==> src/rtl/mips_pkg.sv <==
// Shared MIPS core definitions: opcode/funct encodings, the canonical nop,
// the sequential fetch step, and the branch target calculation.
package mips_pkg;

    localparam logic [5:0] OP_R    = 6'h00;
    localparam logic [5:0] OP_ADDI = 6'h08;
    localparam logic [5:0] OP_BEQ  = 6'h04;
    localparam logic [5:0] OP_BNE  = 6'h05;
    localparam logic [5:0] OP_LW   = 6'h23;
    localparam logic [5:0] OP_SW   = 6'h2B;

    localparam logic [5:0] OPR_ADD = 6'h20;
    localparam logic [5:0] OPR_SUB = 6'h22;

    localparam logic [31:0] NOP_INSTR = 32'h0000_0000;
    localparam logic [31:0] PC_STEP   = 32'd4;

    // Branch target = PC+4 of the branch plus the sign-extended word offset.
    // Wraps modulo 2^32.
    function automatic logic [31:0] branch_target(input logic [31:0] pc_plus4,
                                                  input logic [15:0] off16);
        return pc_plus4 + {{14{off16[15]}}, off16, 2'b00};
    endfunction

endpackage

==> src/rtl/if_id_reg.sv <==
// IF/ID pipeline register. Flush clears only the valid bit; the payload is
// held so a squashed slot costs no data-path toggling.
module if_id_reg (
    input  logic        clk,
    input  logic        rst_n,
    input  logic        load,
    input  logic        flush,
    input  logic [31:0] next_instr,
    input  logic [31:0] next_pc_plus4,
    output logic        valid,
    output logic [31:0] instr,
    output logic [31:0] pc_plus4
);
    import mips_pkg::*;

    // Flush wins over load so a redirect always squashes the wrong-path word.
    always_ff @(posedge clk or negedge rst_n) begin
        if (!rst_n) begin
            valid    <= 1'b0;
            instr    <= NOP_INSTR;
            pc_plus4 <= 32'd0;
        end else if (flush) begin
            valid    <= 1'b0;
        end else if (load) begin
            valid    <= 1'b1;
            instr    <= next_instr;
            pc_plus4 <= next_pc_plus4;
        end
    end

endmodule

==> src/rtl/fetch_unit.sv <==
// Instruction-fetch stage: owns the PC, drives the zero-latency instruction
// memory address, and fills the IF/ID register. Redirect beats stall beats
// sequential advance.
module fetch_unit #(
    parameter logic [31:0] RESET_PC = 32'd0,
    parameter logic [31:0] PC_STEP  = mips_pkg::PC_STEP
) (
    input  logic        clk,
    input  logic        rst_n,
    output logic [31:0] instr_addr,
    input  logic [31:0] instr_data,
    input  logic        id_ready,
    input  logic        branch_taken,
    input  logic [31:0] branch_pc_plus4,
    input  logic [15:0] branch_offset,
    output logic        if_id_valid,
    output logic [31:0] if_id_instr,
    output logic [31:0] if_id_pc_plus4,
    output logic [31:0] fetch_count,
    output logic        misaligned
);
    import mips_pkg::*;

    logic [31:0] pc;
    logic [31:0] pc_seq;
    logic [31:0] pc_next;
    logic        stall;
    logic        advance;

    // Address comes straight from the register: no path from id_ready or
    // branch_taken reaches the memory address.
    assign instr_addr = pc;
    assign pc_seq     = pc + PC_STEP;

    // An empty IF/ID slot never stalls, even if the decoder is not ready.
    assign stall   = if_id_valid & ~id_ready;
    assign advance = ~branch_taken & ~stall;

    // Next-PC selection in priority order: redirect, stall, sequential.
    always_comb begin
        pc_next = pc_seq;
        if (branch_taken) begin
            pc_next = branch_target(branch_pc_plus4, branch_offset);
        end else if (stall) begin
            pc_next = pc;
        end
    end

    // Program counter register.
    always_ff @(posedge clk or negedge rst_n) begin
        if (!rst_n) pc <= RESET_PC;
        else        pc <= pc_next;
    end

    // Count instructions accepted into IF/ID; wraps modulo 2^32.
    always_ff @(posedge clk or negedge rst_n) begin
        if (!rst_n)       fetch_count <= 32'd0;
        else if (advance) fetch_count <= fetch_count + 32'd1;
    end

    // Sticky misalignment flag; fetch keeps going, memory hands back nops.
    always_ff @(posedge clk or negedge rst_n) begin
        if (!rst_n)                    misaligned <= 1'b0;
        else if (pc_next[1:0] != 2'b00) misaligned <= 1'b1;
    end

    if_id_reg u_if_id (
        .clk          (clk),
        .rst_n        (rst_n),
        .load         (advance),
        .flush        (branch_taken),
        .next_instr   (instr_data),
        .next_pc_plus4(pc_seq),
        .valid        (if_id_valid),
        .instr        (if_id_instr),
        .pc_plus4     (if_id_pc_plus4)
    );

endmodule
==> config.mk <==
export PLATFORM = sky130hd
export DESIGN_NAME = fetch_unit
export DESIGN_NICKNAME = d
export VERILOG_FILES = /design/src/rtl/mips_pkg.sv /design/src/rtl/if_id_reg.sv /design/src/rtl/fetch_unit.sv
export SDC_FILE = /design/constraint.sdc
export NUM_CORES = 1
export LEC_CHECK = 0
export BUFFER_PORTS_ARGS = -buffer_cell sky130_fd_sc_hd__buf_2
export CORE_MARGIN = 5
export CORE_UTILIZATION = 49
export CTS_BUF_LIST = sky130_fd_sc_hd__clkbuf_8
export DETAILED_ROUTE_END_ITERATION = 12
export HOLD_SLACK_MARGIN = 0.12
export PLACE_DENSITY_LB_ADDON = 0.1
export SLEW_MARGIN = 20
export SYNTH_ARGS = -nofsm -noshare
export SYNTH_HDL_FRONTEND = slang
export SYNTH_SLANG_ARGS = --single-unit
==> constraint.sdc <==
create_clock -name clk -period 1.9 [get_ports clk]
set_input_delay 0.095 -clock clk [delete_from_list [all_inputs] [get_ports clk]]
set_output_delay 0.095 -clock clk [all_outputs]
set_load 0.1 [all_outputs]
==> results of run 1 <==
## what timing repair did
item	in CTS	in global routing
gates resized for setup	2	16
hold endpoints to repair	168	0
buffers inserted	1	7
hold buffers	39	0
pin swaps	2	11
cloned	0	1
setup endpoints to repair	4	22
## critical path: stages, from the launching register on
cell and delay [ns]:
dfrtp_4 0.48, nor2b_4 0.15, nor4b_4 0.28, and3_4 0.22, and4_1 0.21, and3_4 0.22, nand4_1 0.11, xnor2_1 0.14
## registers in the layout (all words and copies together), names as in the netlist
name              cells
instr_addr           32
u_if_id.pc_plus4     32
u_if_id.valid         1
fetch_count          32
u_if_id.instr        32
misaligned            1
## kinds of logic (layout without fill, tap and decap cells)
kind of cell               Yosys count  after routing
AOI/OAI and AO/OA                  139            139
buffers and inverters               41            418
adders and majority gates           32             32
DFF                                130            130
and+or+nand+nor                    251            251
muxes                               48             48
xor gates and xnor gates           109            109
## layout make-up
cell class | instances | area (um2) | share of cell area, %
inverters | 10 | 37.5 | 0.346
well taps | 188 | 235 | 2.17
clock buffers | 18 | 248 | 2.28
flip-flops and latches | 130 | 3370 | 31.1
clock inverters | 14 | 213 | 1.96
repair buffers | 376 | 2440 | 22.4
multi-input cells | 579 | 4320 | 39.7
## cell usage in the layout, fill, tap and decap left out, types with 7 or more instances in the layout
master and instances:
nand3_1 25, a21oi_1 60, ha_1 23, dfrtp_4 28, o21ai_0 26, nand4_1 14
nor3_2 9, xor2_1 54, nor2_2 7, buf_4 121, dfrtp_2 13, xnor2_1 55
dfrtp_1 89, inv_1 11, ha_4 8, clkbuf_8 18, dlygate4sd3_1 39, and3_1 9
mux2i_1 10, nor2_1 63, nand2_1 65, buf_2 211, mux2_2 38
## power groups by stage
stage | logic (W) | clock network [W] | registers, W
2_1_floorplan | 0.00138 | 0 | 0.00715
3_3_place_gp | 0.00610 | 0 | 0.00376
3_5_place_dp | 0.00618 | 0 | 0.00379
4_1_cts | 0.00627 | 0.00274 | 0.00373
5_1_grt | 0.00658 | 0.00287 | 0.00380
6_report | 0.00630 | 0.00269 | 0.00374
## metal layers
layer / GRT usage (%) / wire length, um / up-vias
li1: - / - / 3376
met1: 31.8 / 9470 / 3342
met2: 40.2 / 10400 / 231
met3: 5.63 / 1360 / 33
met4: 7.03 / 439 / 0
met5: 0 / 0 / -
## how the worst max path moves through the flow
stage / slack [ns] / start / end
final: -0.008 / u_if_id.valid$_DFFE_PN0P_ / fetch_count[31]$_DFFE_PN0P_
after global routing: -0.09 / u_if_id.valid$_DFFE_PN0P_ / fetch_count[31]$_DFFE_PN0P_
after CTS: 0.0008 / fetch_count[1]$_DFFE_PN0P_ / fetch_count[31]$_DFFE_PN0P_
after detailed placement: -0.37 / branch_pc_plus4[2] / instr_addr[20]$_DFFE_PN0P_
after global placement: -0.34 / branch_pc_plus4[2] / instr_addr[20]$_DFFE_PN0P_
after floorplan: -0.39 / u_if_id.valid$_DFFE_PN0P_ / fetch_count[31]$_DFFE_PN0P_
## per-stage QoR
step	area, um2	worst slack, ns	setup TNS, ns	util [%]	std cells
6_report	10900	-0.00757	-0.00757	72.3	1315
5_1_grt	10900	-0.0948	-0.419	72.3	1315
4_1_cts	10800	0.000781	0	71.6	1307
3_5_place_dp	9890	-0.372	-4.64	65.8	1235
3_3_place_gp	9890	-0.339	-3.79	65.8	1235
2_1_floorplan	7860	-0.386	-4.18	-	750
## cell usage after synthesis (4+ instances only)
cell / instances / share of area, %
dfrtp_1: 130 / 44
nor2_1: 71 / 3.6
nand2_1: 68 / 3.4
a21oi_1: 62 / 4.2
xnor2_1: 55 / 6.5
xor2_1: 54 / 6.4
mux2_2: 38 / 5.8
nand3_1: 32 / 2.2
ha_1: 31 / 5.2
o21ai_0: 29 / 2.0
clkbuf_1: 18 / 0.91
nor3_1: 16 / 1.1
and3_1: 14 / 1.2
nand4_1: 14 / 1.2
mux2i_1: 10 / 1.3
inv_1: 9 / 0.45
buf_1: 7 / 0.35
and4_1: 6 / 0.71
o211ai_1: 6 / 0.61
or3_1: 6 / 0.51
a211oi_1: 5 / 0.51
a21o_1: 5 / 0.51
and2_1: 5 / 0.42
nor2b_1: 5 / 0.42
o21a_1: 5 / 0.51
o21bai_1: 4 / 0.40
==> impl_metrics.ini, run 1 <==
[place]
place_hpwl_um = 16200
port_buffers = 213
gp_routability_congestion = 0.905

[sta]
worst-slew-pin-transition_ns = 0.526
period_minus_slack_ns = 1.91
finalWorstSetupSlack_ns = -0.00757
final.hold.worst_slack_ns = 0.159
skew_ns = 0.0139
finalHoldViolations = 0
relSlewSlack_pct = 65.2
grt_setup_unrepaired = true
report.final.setup_viol = 1
clock.fmax_mhz = 524
finalCritPeriodShare_pct = 100
timing_max_transition_violations_final = 0

[worst_setup_path]
criticalPathCategory = flip-flop to flip-flop
r2r_setup_slack_ns = -0.008
reg2reg_to = fetch_count[31]$_DFFE_PN0P_
worstRegToRegCells = 7
timing.critical_path.to_type = flip-flop
setup.worst_path.start_class = flip-flop
crit-reg2reg-launch = u_if_id.valid$_DFFE_PN0P_
worst-endpoint-required_ns = 2.22
worst-endpoint-arrival_ns = 2.23
critical_path.max_fanout = 5

[logic_synthesis]
syn-cell-area_mm2 = 0.00743
mappedNetlistNets = 866
synth-simple-area-share_pct = 16.7
seq_area_frac_synth_pct = 43.8
post_synth_num_cell_types = 60
synth_compound_area_share_pct = 11.8
synthArstFlopShare_pct = 100
synth-edff-count = 0
yosys_warning_count = 0
count_of_state_elements_after_synthesis = 130
xor_xnor_cell_area_share_of_the_yosys_netlist_pct = 12.8
syn-instance-count = 750
most_instantiated_flip_flop_cell_in_the_synthesis_netlist = dfrtp_1
synth_mux_area_share_pct = 7.10
synth_top_family_by_area = simple AND/OR/NAND/NOR gates
postSynthAreaPerCell_um2 = 9.91
post_synth_fa_ha_maj_area_fraction_pct = 5.49

[finish]
final_nets = 1230
drive_gt1_share_pct = 45.2
areaGrowthSynthToFinish_pct = 46.2
final_layout_fill_cell_count = 1126
antenna_cells = 0

[floorplanning]
floorplan.io_pins = 214
coreArea_mm2 = 0.0150
die_w_um = 133
dieArea_mm2 = 0.0177
rows = 45
floorplan.die.height_um = 133
initial_utilization_pct = 49.4

[pwr]
power.ir.vdd_worst_uv = 587
internal_power_w = 0.00641
total_power_w = 0.0127
p_comb_share_pct = 49.5
netSwitchingFraction_pct = 49.6
share_clk_of_total_power_pct = 21.1
leakage_nw = 4.97
total_switching_power_w = 0.00631
sequentialPowerShare_pct = 29.4
power_density_mw_per_mm2 = 1170

[cts]
cts_sinks = 130
tritoncts = yes
cts_buffers = 17
cts_max_path_buffers = 2
insertion_delay_ns = 0.43
cts-htree-levels = 4
cts_root_buf = clkbuf_8
clk_pin_slew_worst_paths_ns = 0.08

[global_route]
antenna_found_initial = 0
grt_first_pass_wirelength_um = 35700
number_of_global_route_vias_before_repair = 7268
globalRouteOverflowTotal = 0
largest_net_degree_at_the_start_of_global_routing = 92
grt_usage_pct = 24.2

[drt]
dr.first_iter.drc_count = 318
vias = 6982
route.antenna.remaining_nets = 0
drt_pass_1_iters = 6
detail_route.vias_per_cell = 5.31
wl_per_cell_um = 16.5
post-route-drc-count = 0
wirelength_um = 21700

[flow_run]
max_cap_viol_count = 0

[worst_hold_path]
timing.hold.worst.start = branch_pc_plus4[31]
hold_ep = instr_addr[31]$_DFFE_PN0P_
holdCritPathClass = input port to flip-flop
worstHoldPathCells = 4

[outcome]
violations = negative setup slack
run_status = complete, but fails checks
(Power assumes the default switching activity.)
==> run 2: changes to the inputs <==
--- a/config.mk
+++ b/config.mk
@@ -5,10 +5,12 @@
 export SDC_FILE = /design/constraint.sdc
 export NUM_CORES = 1
 export LEC_CHECK = 0
+export ABC_AREA = 1
 export BUFFER_PORTS_ARGS = -buffer_cell sky130_fd_sc_hd__buf_2
 export CORE_MARGIN = 5
-export CORE_UTILIZATION = 49
+export CORE_UTILIZATION = 50
 export CTS_BUF_LIST = sky130_fd_sc_hd__clkbuf_8
+export CTS_CLUSTER_DIAMETER = 80
 export DETAILED_ROUTE_END_ITERATION = 12
 export HOLD_SLACK_MARGIN = 0.12
 export PLACE_DENSITY_LB_ADDON = 0.1
==> impl_metrics.ini, run 2 <==
[cts]
cts_sinks = 130
clk_pin_slew_worst_paths_ns = 0.08
insertion_delay_ns = 0.44
cts-htree-levels = 4
tritoncts = yes
cts_max_path_buffers = 2
cts_buffers = 17
cts_root_buf = clkbuf_8

[logic_synthesis]
post_synth_num_cell_types = 43
yosys_warning_count = 0
synth.area.top_cells = dfrtp_1, nand2_1, inv_1
synth_top_area_share_pct = 39.4
yosys-top-cells-count = nand2_1, inv_1, dfrtp_1
syn-cell-area_mm2 = 0.00826
syn-instance-count = 1172
postSynthAreaPerCell_um2 = 7.05
mappedNetlistNets = 1288
post-synth-top-area-cell = dfrtp_1
seq_area_frac_synth_pct = 39.4
synthArstFlopShare_pct = 100
post-synth-top-count-cell = nand2_1
synth-edff-count = 0
count_of_state_elements_after_synthesis = 130
most_instantiated_flip_flop_cell_in_the_synthesis_netlist = dfrtp_1

[drt]
detail_route.vias_per_cell = 4.99
vias = 8485
wl_per_cell_um = 15.1
dr.first_iter.drc_count = 462
route.antenna.remaining_nets = 0
drt_pass_1_iters = 5
wirelength_um = 25700
post-route-drc-count = 0

[sta]
worst-slew-pin-transition_ns = 0.816
timing_max_transition_violations_final = 0
report.final.setup_viol = 0
skew_ns = 0.0137
final.hold.worst_slack_ns = 0.182
finalCritPeriodShare_pct = 95.9
finalHoldViolations = 0
clock.fmax_mhz = 549
relSlewSlack_pct = 45.4
finalWorstSetupSlack_ns = 0.0773
period_minus_slack_ns = 1.82

[worst_setup_path]
worst-endpoint-arrival_ns = 2.19
worst-endpoint-required_ns = 2.27
path_buf_inv = 0
setup.worst_path.start_class = flip-flop
cp_cell_sequence = ha_4 -> nand2_2 -> nor2_4 -> nand2_1 -> nor3_1 -> xor2_1 -> nand2_1 -> nand3_1
timing.critical_path.slowest_cell_delay_ns = 0.45
worstRegToRegCells = 8
critical_path_cell_count = 8
timing.critical_path.to_type = flip-flop
criticalPathCategory = flip-flop to flip-flop
cpMaxStageDelayCell = dfrtp_4
critical_path.max_fanout = 5
critPathTopFamily = simple AND/OR/NAND/NOR gates
cp_common_cell = nand2_1

[pwr]
power_density_mw_per_mm2 = 1100
power.ir.vdd_worst_uv = 611
leakage_nw = 6.06

[floorplanning]
coreArea_mm2 = 0.0164
rows = 47
dieArea_mm2 = 0.0192
floorplan.die.height_um = 139
floorplan.io_pins = 214
initial_utilization_pct = 50.4
die_w_um = 139

[global_route]
antenna_found_initial = 0
globalRouteOverflowTotal = 0
largest_net_degree_at_the_start_of_global_routing = 53
grt_usage_pct = 26.5
grt_first_pass_wirelength_um = 41500
number_of_global_route_vias_before_repair = 8225

[place]
place_ws_ns = -0.0232
dpl_cell_area_mm2 = 0.00998
gp_routability_congestion = 0.962
port_buffers = 213
place_hpwl_um = 19900

[finish]
highest_count_cells_in_the_layout_ignoring_fill_and_taps = nand2_1, buf_2, inv_1
areaGrowthSynthToFinish_pct = 32.6
layout_commonest_cell = nand2_1
final_nets = 1585
antenna_cells = 0
area.sequential_mm2 = 0.00334
drive_gt1_share_pct = 26.5
final_layout_fill_cell_count = 1487
final_area_mm2 = 0.0110
multiInputGateArea_mm2 = 0.00448

[worst_hold_path]
holdCritPathClass = input port to flip-flop
worstHoldPathCells = 4

[outcome]
run_status = finished, final reports clean

[flow_run]
max_cap_viol_count = 0
## run 2: cell types whose count changed after synthesis, sizes merged, moves of 10 or more
cell / previous run / this run
a21oi: 63 / 43
and3: 15 / 0
inv: 9 / 141
mux2: 38 / 0
mux2i: 10 / 0
nand2: 68 / 467
nand3: 32 / 80
nor2: 71 / 97
nor3: 16 / 28
xnor2: 55 / 12
xor2: 54 / 36
## run 2: layout make-up
type,count,share of cell area [%]
inverter,141,4.83
tap,220,2.51
timing repair buffer,302,17.0
sequential,130,30.5
clock buffer,19,2.39
multi-input combinational,877,40.9
clock inverter,13,1.87
## run 2: through the flow
step / total power (W) / util, % / cells / TNS, ns
after floorplan: 0.00802 / - / 1172 / -0.108
after global placement: 0.00921 / 60.8 / 1628 / -0.0121
after detailed placement: 0.00925 / 60.8 / 1628 / -0.0232
after CTS: 0.0121 / 66.3 / 1701 / 0
after global routing: 0.0126 / 66.8 / 1702 / -0.0182
final: 0.0121 / 66.8 / 1702 / 0
## run 2: kinds of logic (layout without fill, tap and decap cells)
kind of cell / after synthesis / in the layout / synth area share (%)
adders and majority gates: 32 / 32 / 4.94
buffers and inverters: 165 / 475 / 7.66
xor gates and xnor gates: 48 / 48 / 5.09
and+or+nand+nor: 697 / 697 / 36.2
DFF: 130 / 130 / 39.4
AOI/OAI and AO/OA: 100 / 100 / 6.77
## run 2: metal layers
layer,part of all wire [%],routed length [um],global-route usage [%],vias up
met5,0,0,0,-
met4,2.7,689,8.89,0
met3,5.8,1490,4.62,53
met2,49,12700,45.4,256
met1,42,10800,34.1,3885
li1,-,-,-,4291
## run 2: worst paths after layout
check                                            startpoint                               end  slack [ns]
setup / recovery                  instr_addr[2]$_DFFE_PN0P_        instr_addr[26]$_DFFE_PN0P_        0.08
hold / removal                            branch_offset[12]        instr_addr[14]$_DFFE_PN0P_        0.18
setup reg to reg                  instr_addr[2]$_DFFE_PN0P_        instr_addr[26]$_DFFE_PN0P_        0.08
hold reg to reg            u_if_id.pc_plus4[26]$_DFFE_PN0P_  u_if_id.pc_plus4[26]$_DFFE_PN0P_        0.48
max in group asynchronous                             rst_n        fetch_count[2]$_DFFE_PN0P_        0.38
min in group asynchronous                             rst_n       fetch_count[26]$_DFFE_PN0P_        0.21
## run 2: repair_timing
action,in CTS,in global routing
buffers inserted,0,1
setup endpoints to repair,3,14
resized for setup,3,19
hold buffers,41,0
pin swaps,0,3
endpoints found under the hold margin,170,0
## run 2: report_power, final
group	internal, W	switching [W]	total [W]
sequential	0.00325	0.000450	0.00370
combinational	0.00107	0.00455	0.00562
clock	0.00163	0.00111	0.00275
## run 2: tightest hold or removal path, stage by stage
cell and delay (ns):
buf_2 0.08, ha_1 0.21, o21ai_1 0.12, o211ai_1 0.08
==> run 3: changes to the inputs <==
--- a/config.mk
+++ b/config.mk
@@ -5,10 +5,10 @@
 export SDC_FILE = /design/constraint.sdc
 export NUM_CORES = 1
 export LEC_CHECK = 0
-export ABC_AREA = 1
 export BUFFER_PORTS_ARGS = -buffer_cell sky130_fd_sc_hd__buf_2
+export CORE_ASPECT_RATIO = 2
 export CORE_MARGIN = 5
-export CORE_UTILIZATION = 50
+export CORE_UTILIZATION = 49
 export CTS_BUF_LIST = sky130_fd_sc_hd__clkbuf_8
 export CTS_CLUSTER_DIAMETER = 80
 export DETAILED_ROUTE_END_ITERATION = 12
==> impl_metrics.ini, run 3 (synthesis gave the netlist of run 1 again) <==
[outcome]
run_status = complete, but fails checks
violations = negative setup slack

[worst_setup_path]
cpMaxStageDelayCell = dfrtp_4
critPathTopFamily = simple AND/OR/NAND/NOR gates
cp_common_cell = and3_4
path_buf_inv = 0
worst-endpoint-required_ns = 2.22
criticalPathCategory = flip-flop to flip-flop
cp_cell_sequence = nor2b_4 -> nor4b_4 -> and3_4 -> and4_4 -> and3_4 -> nand4_1 -> xnor2_1
reg2reg_to = fetch_count[31]$_DFFE_PN0P_
critical_path_cell_count = 7
setup.worst_path.start_class = flip-flop
crit-reg2reg-launch = u_if_id.valid$_DFFE_PN0P_
worstRegToRegCells = 7
r2r_setup_slack_ns = -0.02
critical_path.max_fanout = 5
worst-endpoint-arrival_ns = 2.24
timing.critical_path.slowest_cell_delay_ns = 0.48
timing.critical_path.to_type = flip-flop

[place]
port_buffers = 213
gp_routability_congestion = 0.950
dpl_cell_area_mm2 = 0.00998
place_hpwl_um = 16600
place_ws_ns = -0.416

[drt]
dr.first_iter.drc_count = 218
drt_pass_1_iters = 4
route.antenna.remaining_nets = 0
detail_route.vias_per_cell = 5.18
vias = 6933
wl_per_cell_um = 16.2
wirelength_um = 21600
post-route-drc-count = 0

[sta]
period_minus_slack_ns = 1.92
worst-slew-pin-transition_ns = 0.518
grt_setup_unrepaired = true
finalCritPeriodShare_pct = 101
timing_max_transition_violations_final = 0
relSlewSlack_pct = 65.7
finalHoldViolations = 0
skew_ns = 0.0113
report.final.setup_viol = 2
finalWorstSetupSlack_ns = -0.0180
clock.fmax_mhz = 521

[pwr]
power_density_mw_per_mm2 = 1130
leakage_nw = 5.05
power.ir.vdd_worst_uv = 630

[global_route]
number_of_global_route_vias_before_repair = 7336
grt_usage_pct = 24.5
largest_net_degree_at_the_start_of_global_routing = 64
grt_first_pass_wirelength_um = 35200
globalRouteOverflowTotal = 0
antenna_found_initial = 0

[floorplanning]
dieArea_mm2 = 0.0179
floorplan.die.height_um = 184
initial_utilization_pct = 49.9
rows = 63
floorplan.io_pins = 214
die_w_um = 97.1
coreArea_mm2 = 0.0149

[cts]
clk_pin_slew_worst_paths_ns = 0.07
tritoncts = yes
cts_sinks = 130
insertion_delay_ns = 0.43
cts_buffers = 17
cts_root_buf = clkbuf_8
cts_max_path_buffers = 2
cts-htree-levels = 4

[finish]
antenna_cells = 0
layout_commonest_cell = buf_2
drive_gt1_share_pct = 45.7
final_nets = 1247
highest_count_cells_in_the_layout_ignoring_fill_and_taps = buf_2, buf_4, dfrtp_1
final_area_mm2 = 0.0110
areaGrowthSynthToFinish_pct = 47.4
final_layout_fill_cell_count = 1111

[worst_hold_path]
holdCritPathClass = input port to asynchronous set/reset pin

[flow_run]
max_cap_viol_count = 0
## run 3: changes by cell type in the layout (fill, tap and decap cells not counted), moves of 38 or more
cell	change
buf_4	+86
nand2_1	-396
nand3_1	-48
xnor2_1	+42
mux2_2	+38
inv_1	-126
## run 3: where the power goes
part,switching [W],internal (W),total (W)
logic,0.00483,0.00158,0.00641
clock network,0.000973,0.00123,0.00220
registers,0.000389,0.00334,0.00372
total,0.00619,0.00615,0.0123
## run 3: what timing repair did
action | 4_1_cts | 5_1_grt
hold endpoints to repair | 169 | 0
resized for setup | 4 | 17
setup endpoints to repair | 9 | 22
buffers inserted | 5 | 8
pin swaps | 7 | 18
hold buffers | 42 | 0
## run 3: per-stage QoR
stage                     hold slack [ns]  std cells  util (%)  setup TNS (ns)  power (W)
final                               0.158       1338      73.5         -0.0313     0.0123
after global placement             0.0814       1252      67.0           -4.70    0.00994
after detailed placement           0.0796       1252      67.0           -5.41    0.00999
after global routing                0.181       1338      73.5           -1.48     0.0129
after CTS                           0.139       1330      72.7               0     0.0123
after floorplan                    -0.201        750         -           -4.18    0.00853
## run 3: routing by layer
metal,track usage (%),part of all wire (%)
met1,24.3,35
met2,47.0,55
met3,5.57,5.3
met4,12.6,4.2
met5,0,0
## run 3: layout make-up
type                    count  area (um2)  area share, %
multi-input cells         579        4350           39.7
well taps                 195         244           2.23
repair buffers            393        2570           23.5
inverters                  10        37.5          0.343
flip-flops and latches    130        3370           30.8
clock inverters            11         100          0.914
clock buffers              20         275           2.51
## run 3: worst max-delay path by stage
| stage | startpoint | to | slack, ns |
|---|---|---|---|
| 2_1_floorplan | u_if_id.valid$_DFFE_PN0P_ | fetch_count[31]$_DFFE_PN0P_ | -0.39 |
| 3_3_place_gp | branch_pc_plus4[2] | instr_addr[20]$_DFFE_PN0P_ | -0.37 |
| 3_5_place_dp | branch_pc_plus4[2] | instr_addr[26]$_DFFE_PN0P_ | -0.42 |
| 4_1_cts | instr_addr[10]$_DFFE_PN0P_ | instr_addr[28]$_DFFE_PN0P_ | 0.0006 |
| 5_1_grt | u_if_id.valid$_DFFE_PN0P_ | fetch_count[31]$_DFFE_PN0P_ | -0.15 |
| 6_report | u_if_id.valid$_DFFE_PN0P_ | fetch_count[31]$_DFFE_PN0P_ | -0.02 |
